[src/rtl/axis_packet_arbiter.sv]
// axis_packet_arbiter
// Packet-granular round-robin arbiter: NUM_PORTS AXI-Stream slaves share one
// registered master stream. A grant is held from the first beat of a packet
// through its tlast handshake, then the arbiter spends one IDLE cycle
// re-arbitrating from the port after the one last served.
//
//   state     | meaning
//   ----------+---------------------------------------------------------
//   ST_IDLE   | no grant; picks next requester (round robin) for next edge
//   ST_LOCKED | grant_idx owns the output until its tlast beat is accepted
module axis_packet_arbiter #(
  parameter int NUM_PORTS     = 4,
  parameter int DATA_WIDTH    = 64,
  parameter int TID_WIDTH     = 4,
  parameter int TUSER_WIDTH   = 1,
  parameter int TID_FROM_PORT = 1,
  localparam int GW = (NUM_PORTS > 1) ? $clog2(NUM_PORTS) : 1,
  localparam int KW = DATA_WIDTH / 8
) (
  input  logic                             aclk,
  input  logic                             areset_n,
  input  logic [NUM_PORTS-1:0]             s_axis_tvalid,
  output logic [NUM_PORTS-1:0]             s_axis_tready,
  input  logic [NUM_PORTS*DATA_WIDTH-1:0]  s_axis_tdata,
  input  logic [NUM_PORTS*KW-1:0]          s_axis_tkeep,
  input  logic [NUM_PORTS-1:0]             s_axis_tlast,
  input  logic [NUM_PORTS*TID_WIDTH-1:0]   s_axis_tid,
  input  logic [NUM_PORTS*TUSER_WIDTH-1:0] s_axis_tuser,
  input  logic                             m_axis_tready,
  output logic                             m_axis_tvalid,
  output logic [DATA_WIDTH-1:0]            m_axis_tdata,
  output logic [KW-1:0]                    m_axis_tkeep,
  output logic                             m_axis_tlast,
  output logic [TID_WIDTH-1:0]             m_axis_tid,
  output logic [TUSER_WIDTH-1:0]           m_axis_tuser,
  output logic                             grant_active,
  output logic [GW-1:0]                    grant_idx
);

  localparam logic [0:0] ST_IDLE   = 1'b0;
  localparam logic [0:0] ST_LOCKED = 1'b1;

  logic [0:0]             state;
  logic [GW-1:0]          last_grant;
  logic [GW-1:0]          pick;
  logic                   pick_found;
  logic                   out_ready;
  logic                   beat_hs;
  logic                   sel_valid;
  logic                   sel_last;
  logic [DATA_WIDTH-1:0]  sel_data;
  logic [KW-1:0]          sel_keep;
  logic [TID_WIDTH-1:0]   sel_tid;
  logic [TUSER_WIDTH-1:0] sel_user;

  // The output register can take a new beat when empty or being drained.
  assign out_ready    = m_axis_tready || !m_axis_tvalid;
  assign grant_active = (state == ST_LOCKED);

  assign sel_valid = s_axis_tvalid[grant_idx];
  assign sel_last  = s_axis_tlast[grant_idx];
  assign sel_data  = s_axis_tdata[grant_idx*DATA_WIDTH +: DATA_WIDTH];
  assign sel_keep  = s_axis_tkeep[grant_idx*KW +: KW];
  assign sel_user  = s_axis_tuser[grant_idx*TUSER_WIDTH +: TUSER_WIDTH];
  assign beat_hs   = grant_active && sel_valid && out_ready;

  generate
    if (TID_FROM_PORT != 0) begin : g_tid_port
      assign sel_tid = TID_WIDTH'(grant_idx);
    end else begin : g_tid_pass
      assign sel_tid = s_axis_tid[grant_idx*TID_WIDTH +: TID_WIDTH];
    end
  endgenerate

  // Round-robin scan starting just above the last served port.
  always_comb begin
    pick       = '0;
    pick_found = 1'b0;
    for (int k = 1; k <= NUM_PORTS; k++) begin
      if (!pick_found && s_axis_tvalid[(int'(last_grant) + k) % NUM_PORTS]) begin
        pick       = GW'((int'(last_grant) + k) % NUM_PORTS);
        pick_found = 1'b1;
      end
    end
  end

  // Only the granted port sees ready; it never depends on tvalid.
  always_comb begin
    s_axis_tready = '0;
    if (grant_active) s_axis_tready[grant_idx] = out_ready;
  end

  // Grant state machine and round-robin pointer.
  always_ff @(posedge aclk or negedge areset_n) begin
    if (!areset_n) begin
      state      <= ST_IDLE;
      last_grant <= GW'(NUM_PORTS - 1);
      grant_idx  <= '0;
    end else begin
      case (state)
        ST_IDLE: begin
          if (pick_found) begin
            grant_idx <= pick;
            state     <= ST_LOCKED;
          end
        end
        ST_LOCKED: begin
          if (beat_hs && sel_last) begin
            last_grant <= grant_idx;
            state      <= ST_IDLE;
          end
        end
        default: state <= ST_IDLE;
      endcase
    end
  end

  // Registered output stage; holds everything while downstream stalls.
  always_ff @(posedge aclk or negedge areset_n) begin
    if (!areset_n) begin
      m_axis_tvalid <= 1'b0;
      m_axis_tdata  <= '0;
      m_axis_tkeep  <= '0;
      m_axis_tlast  <= 1'b0;
      m_axis_tid    <= '0;
      m_axis_tuser  <= '0;
    end else if (out_ready) begin
      m_axis_tvalid <= grant_active && sel_valid;
      m_axis_tdata  <= sel_data;
      m_axis_tkeep  <= sel_keep;
      m_axis_tlast  <= sel_last;
      m_axis_tid    <= sel_tid;
      m_axis_tuser  <= sel_user;
    end
  end

endmodule

[config.mk]
export PLATFORM = sky130hd
export DESIGN_NAME = axis_packet_arbiter
export DESIGN_NICKNAME = d
export VERILOG_FILES = /design/src/rtl/axis_packet_arbiter.sv
export SDC_FILE = /design/constraint.sdc
export NUM_CORES = 1
export LEC_CHECK = 0
export CORE_AREA = 5 5 153 155
export CTS_CLUSTER_SIZE = 25
export DETAILED_ROUTE_END_ITERATION = 7
export DIE_AREA = 0 0 158 160
export HOLD_SLACK_MARGIN = 0.05
export SYNTH_ARGS = -nofsm -noshare
export SYNTH_HDL_FRONTEND = slang
export SYNTH_SLANG_ARGS = --single-unit
[constraint.sdc]
create_clock -name aclk -period 3.3 [get_ports aclk]
set_input_delay 0.99 -clock aclk [delete_from_list [all_inputs] [get_ports aclk]]
set_output_delay 0.99 -clock aclk [all_outputs]
set_load 0.01 [all_outputs]
==> flow_metrics.py, run 1 <==
metrics = {
    "run_status": {
        "status": "finished, final reports clean",
    },
    "grt": {
        "busiest_layer": "met2",
        "grt_use_met3": 0.03843,
        "grt_max_degree": 78,
        "gr-usage-met1": 0.2074,
        "antenna_found_initial": 0,
        "grt_pass1_wl_mm": 32.25,
        "grt_pass1_vias": 5396,
        "met2_usage": 0.2901,
        "grt_overflow": 0,
        "track_usage": 0.1678,
    },
    "clock_tree": {
        "cts-buffers-inserted": 9,
        "ctsLongestPathBuffers": 2,
        "clk_latency_ns": 0.34,
        "cts.sink_count": 82,
        "clk_pin_slew_ns": 0.06,
        "ctsResizeCount": 4,
        "cts_tree": "built",
        "clock-root-buffer": "clkbuf_16",
        "cts_setup_buffers": 0,
        "ctsHoldBuffers": 0,
        "htreeDepth": 3,
    },
    "power_and_ir_drop": {
        "p_per_area_nw_per_um2": 753.8,
        "intPower_w": 0.004631,
        "peakVddDrop_uv": 370.9,
        "p_sw_w": 0.002555,
        "clockPowerShare": 0.159,
        "finalPower_w": 0.007185,
        "seqPwrFrac": 0.263,
        "p_sw_frac": 0.3556,
        "share_comb_of_total_power": 0.578,
        "p_leak_nw": 3.987,
    },
    "sta": {
        "finalSetupViolCount": 0,
        "hold_viol": 0,
        "tightest_slew_ns": 0.8259,
        "fmax_mhz": 316.7,
        "period_share": 0.9570,
        "slew_viol_final": 0,
        "slew_headroom": 0.4494,
        "min_period_ns": 3.158,
        "fin_skew_ns": 0.004977,
        "rsz0062_at_grt": "no",
    },
    "final_layout": {
        "syn2layout_area_growth_pct": 86.72,
        "drive_gt1_frac": 0.1299,
        "final_area_um2": 9532,
        "nets": 1153,
        "fill_cells": 2071,
    },
    "hold_path": {
        "hp-class": "reg2reg",
        "hold_depth": 2,
        "min-delay-start": "m_axis_tdata[17]",
        "worst_hold_path.endpoint": "m_axis_tdata[17]",
    },
    "routing": {
        "drt_iter0_markers": 183,
        "vias": 4995,
        "ant_nets": 0,
        "drt_pre_antenna_iters": 4,
        "drcViolationCount": 0,
        "wire_per_inst_um": 19.34,
        "wl_mm": 21.66,
        "vias_per_cell": 4.460,
    },
    "synth": {
        "synth_xor_area_frac": 0,
        "synth_top_family_by_area": "multiplexers",
        "syn_area_um2": 5105,
        "synth_simple_gate_area_frac": 0.1895,
        "synth_cell_type_count": 34,
        "synth-seq-cells": 82,
        "synth-compound-area-share": 0.02108,
        "synthAdderAreaFrac": 0,
        "syn_area_per_cell_um2": 10.95,
        "synth_ff_type": "dfrtp_1",
        "synth-edff-count": 0,
        "ys_warn_count": 0,
        "synthCells": 466,
        "synth_seq_area_share": 0.4025,
        "synthArstFlopShare": 1.000,
        "synthMuxAreaShare": 0.3377,
    },
    "critical_path": {
        "reg2reg_depth": 5,
        "critPathMaxStageDelay_ns": 0.49,
        "slowest_stage": "clkdlybuf4s50_1",
        "crit_chain": "clkdlybuf4s50_1 > nand2b_4 > nand2_1 > nor3_1 > dlygate4sd2_1",
        "cp_data_arrival_time_ns": 2.17,
        "r2r_setup_slack_ns": 0.95,
        "worst-path-buf-inv": 2,
        "critPathTopFamily": "buffers and inverters",
        "rr_endpoint": "last_grant[1]",
        "end_kind": "output port",
        "rr_startpoint": "grant_idx[0]",
        "required_ns": 2.31,
        "crit_fanout": 4,
        "setup.worst_path.start_class": "primary input",
        "crit_type": "in2out",
    },
    "floorplanning": {
        "die_area_um2": 25280,
        "start_util": 0.2354,
        "die_x_um": 158,
        "fp.dieH_um": 160,
        "rows": 54,
        "core_um2": 21690,
        "io_pins": 405,
    },
    "place": {
        "gp_congestion": 0.8476,
        "place_hpwl_mm": 17.45,
        "placed_cell_area_um2": 9199,
        "portBuffers": 386,
    },
    "job": {
        "cap_violations": 0,
    },
}
-- registers in the layout, indices dropped and copies added, names as in the netlist --
name,flops
m_axis_tdata,64
m_axis_tkeep,8
grant_idx,2
last_grant,2
m_axis_tid,2
grant_active,1
m_axis_tlast,1
m_axis_tuser,1
m_axis_tvalid,1
-- how the worst max path moves through the flow --
| stage | start | endpoint | slack, ns | depth (start not counted) |
|---|---|---|---|---|
| after floorplan | m_axis_tready | s_axis_tready[0] | 0.53 | 5 |
| after global placement | m_axis_tready | s_axis_tready[1] | -0.10 | 5 |
| after detailed placement | m_axis_tready | s_axis_tready[1] | -0.13 | 5 |
| after CTS | m_axis_tready | s_axis_tready[1] | 0.14 | 5 |
| after global routing | m_axis_tready | s_axis_tready[1] | 0.04 | 5 |
| final | m_axis_tready | s_axis_tready[1] | 0.14 | 5 |
-- Yosys cell counts (all sizes together) (2+ instances only) --
library cell,instances,share of area
o22ai,3,0.0049
mux2i,5,0.0098
dfstp,2,0.010
clkbuf,14,0.010
mux2,2,0.0059
nand2b,5,0.0061
a21oi,2,0.0020
dfrtp,80,0.39
o21ai,5,0.0056
mux4,73,0.32
nand2,228,0.17
inv,3,0.0022
nor2,2,0.0015
buf,25,0.036
nor3,4,0.0039
-- per-layer routing --
layer  vias to the layer above  part of all wire
li1                       2365                 -
met1                      2427              0.40
met2                       172              0.51
met3                        31             0.066
met4                         0             0.023
met5                         -                 0
-- placed cells by master (no fill, tap or decap), drive strengths merged, types with 2 or more instances in the layout --
master,netlist,routed
buf,25,10
conb,1,2
nor2,2,2
bufinv,0,3
dfstp,2,2
nand2b,5,5
nor3,4,4
o21ai,5,5
clkbuf,14,11
dfrtp,80,80
o22ai,3,3
inv,3,3
a21oi,2,2
mux4,73,73
dlygate4sd2,0,4
nand2,228,228
mux2i,5,5
mux2,2,2
clkdlybuf4s50,0,381
-- final cells by class --
type	instances	area [um^2]	area share
clock buffers	11	232.7	0.02442
diodes	1	2.502	0.0002625
flip-flops and latches	82	2062	0.2163
well taps	280	350.3	0.03676
repair buffers	395	3949	0.4143
inverters	3	11.26	0.001181
clock inverters	5	102.6	0.01076
multi-input cells	343	2821	0.2960
-- power by group through the flow --
stage | clock network [W] | registers (W) | logic [W]
after floorplan | 0 | 0.00205 | 0.00219
after global placement | 0 | 0.00190 | 0.00425
after detailed placement | 0 | 0.00192 | 0.00427
after CTS | 0.00120 | 0.00190 | 0.00426
after global routing | 0.00123 | 0.00197 | 0.00452
final | 0.00115 | 0.00189 | 0.00415
-- worst min-delay path: stages (launching register included) --
cell and delay, ns:
dfrtp_1 0.34, nand2_1 0.05, nand2_1 0.05
-- through the flow --
stage	TNS, ns	hold WS, ns	worst slack, ns	instances	utilization
floorplan	0	0.5042	0.5284	467	-
global placement	-0.2820	0.4481	-0.1002	1103	0.4241
detailed placement	-0.3474	0.4542	-0.1301	1103	0.4241
CTS	0	0.4682	0.1436	1119	0.4394
global route	0	0.4722	0.03786	1119	0.4394
finish	0	0.4608	0.1420	1120	0.4395
-- logic make-up (layout without fill, tap and decap cells) --
group,after synthesis,in the layout
AO/OA/AOI/OAI,15,15
buffers and inverters,42,414
flip-flops,82,82
multiplexers,80,80
other,1,3
AND/OR/NAND/NOR,246,246
(Power assumes the default switching activity.)
==> run 2, diff against run 1 <==
- CORE_AREA: 5 5 153 155 -> 2 2 159 161
- CTS_CLUSTER_SIZE: 25 -> 40
- DIE_AREA: 0 0 158 160 -> 0 0 161 163
==> flow_metrics.py, run 2 (synthesis results as in run 1) <==
metrics = {
    "run_status": {
        "status": "finished, final reports clean",
    },
    "critical_path": {
        "setup.worst_path.start_class": "primary input",
        "crit_fanout": 3,
        "crit_type": "in2out",
        "required_ns": 2.31,
        "cp_data_arrival_time_ns": 2.21,
        "end_kind": "output port",
        "slowest_stage": "clkdlybuf4s50_1",
        "crit_chain": "clkdlybuf4s50_1 > nand2b_4 > nand3_1 > nor2_1 > dlygate4sd2_1",
        "critPathMaxStageDelay_ns": 0.53,
        "rr_startpoint": "grant_idx[0]",
        "startpoint": "m_axis_tready",
    },
    "clock_tree": {
        "clock-root-buffer": "clkbuf_16",
        "cts_tree": "built",
        "clk_pin_slew_ns": 0.06,
        "htreeDepth": 3,
        "ctsLongestPathBuffers": 2,
        "clk_latency_ns": 0.34,
        "cts.sink_count": 82,
        "cts-buffers-inserted": 9,
    },
    "grt": {
        "track_usage": 0.1533,
        "grt_pass1_wl_mm": 30.44,
        "grt_pass1_vias": 5170,
        "antenna_found_initial": 1,
        "grt_max_degree": 78,
        "grt_overflow": 0,
    },
    "sta": {
        "fmax_mhz": 312.9,
        "min_period_ns": 3.195,
        "fin_tns_setup_ns": 0,
        "slew_headroom": 0.4911,
        "finalSetupViolCount": 0,
        "slew_viol_final": 0,
        "fin_skew_ns": 0.008144,
        "period_share": 0.9683,
        "hold_viol": 0,
        "rsz0062_at_grt": "no",
        "post-route-worst-setup-slack_ns": 0.1046,
        "tightest_slew_ns": 0.7633,
    },
    "hold_path": {
        "min-delay-start": "m_axis_tdata[21]",
        "hp-class": "reg2reg",
    },
    "final_layout": {
        "nets": 1153,
        "top_register": "m_axis_tdata",
        "reg_top3": "m_axis_tdata x64, m_axis_tkeep x8",
        "drive_gt1_frac": 0.1287,
        "fill_cells": 2479,
        "syn2layout_area_growth_pct": 87.45,
        "final_cell_mix": "381 x clkdlybuf4s50_1, 228 x nand2_1, 78 x dfrtp_1, 73 x mux4_2, 9 x clkbuf_16",
        "largest_reg_flops": 64,
        "final_common_cell": "clkdlybuf4s50_1",
        "final_area_um2": 9569,
        "insertedDiodeCount": 0,
    },
    "power_and_ir_drop": {
        "intPower_w": 0.004557,
        "p_per_area_nw_per_um2": 747.4,
        "share_comb_of_total_power": 0.575,
        "p_leak_nw": 3.974,
        "p_sw_frac": 0.3628,
        "peakVddDrop_uv": 371.3,
        "seqPwrFrac": 0.274,
        "clockPowerShare": 0.152,
        "finalPower_w": 0.007152,
        "p_sw_w": 0.002595,
    },
    "place": {
        "gp_congestion": 0.7900,
        "dp_slack_ns": -0.1760,
        "portBuffers": 386,
        "place_hpwl_mm": 16.26,
        "placed_cell_area_um2": 9261,
    },
    "floorplanning": {
        "core_um2": 24670,
        "rows": 58,
        "io_pins": 405,
        "fp.dieH_um": 163,
        "start_util": 0.2069,
        "die_x_um": 161,
        "die_area_um2": 26240,
    },
    "routing": {
        "drcViolationCount": 0,
        "drt_pre_antenna_iters": 4,
        "wire_per_inst_um": 17.38,
        "wl_mm": 20.31,
        "drt_iter0_markers": 179,
        "ant_nets": 0,
        "vias_per_cell": 4.279,
        "vias": 5002,
    },
    "job": {
        "cap_violations": 0,
    },
}
run 2: cell types whose count changed in the layout (fill, tap and decap cells not counted):
cell       previous run  this run
clkbuf_1              2         3
diode_2               1         0
clkinv_2              1         0
clkinv_4              0         1
bufinv_16             3         2
run 2: worst paths after layout:
check / slack, ns / depth (start not counted) / endpoint
worst max-delay path: 0.10 / 5 / s_axis_tready[2]
worst min register to register: 0.46 / 2 / m_axis_tdata[21]
worst max register to register: 0.91 / 5 / last_grant[1]
max in group asynchronous: 1.96 / 2 / last_grant[0]
min in group asynchronous: 0.64 / 1 / m_axis_tdata[31]
worst min-delay path: 0.46 / 2 / m_axis_tdata[21]
run 2: power groups by stage:
stage               sequential [W]  combinational [W]  clock [W]
global route               0.00204            0.00446    0.00117
CTS                        0.00197            0.00422    0.00113
global placement           0.00196            0.00419          0
floorplan                  0.00205            0.00219          0
detailed placement         0.00199            0.00423          0
finish                     0.00196            0.00411    0.00108
run 2: what timing repair did:
action                     CTS  global route
hold buffers                 0             0
buffers inserted             0             0
gates resized for setup      4             0
setup endpoints to repair    4             0
run 2: area by class of cell:
| cell class | count | area (um^2) | share of cell area |
|---|---|---|---|
| repair buffers | 395 | 3949 | 0.4127 |
| multi-input cells | 343 | 2821 | 0.2948 |
| flip-flops and latches | 82 | 2062 | 0.2155 |
| well taps | 330 | 412.9 | 0.04315 |
| clock buffers | 12 | 236.5 | 0.02471 |
| clock inverters | 4 | 76.32 | 0.007976 |
| inverters | 3 | 11.26 | 0.001177 |
run 2: worst max-delay path, delay by kind of cell:
| kind | cells | cell delay (ns) |
|---|---|---|
| and+or+nand+nor | 3 | 0.40 |
| buffers and inverters | 2 | 0.81 |
run 2: per-stage QoR:
stage                     hold slack (ns)  utilization  instances
final                              0.4627       0.3878       1169
after global routing               0.4891       0.3878       1169
after CTS                          0.4685       0.3878       1169
after detailed placement           0.4546       0.3754       1153
after global placement             0.4480       0.3754       1153
after floorplan                    0.5042            -        467
run 2: per-layer routing:
layer	up-vias	GRT usage	wire length (um)
met4	2	0.04505	297
met3	18	0.03565	1200
met2	163	0.2657	10570
met5	-	0	8
met1	2455	0.1907	8236
li1	2364	-	-
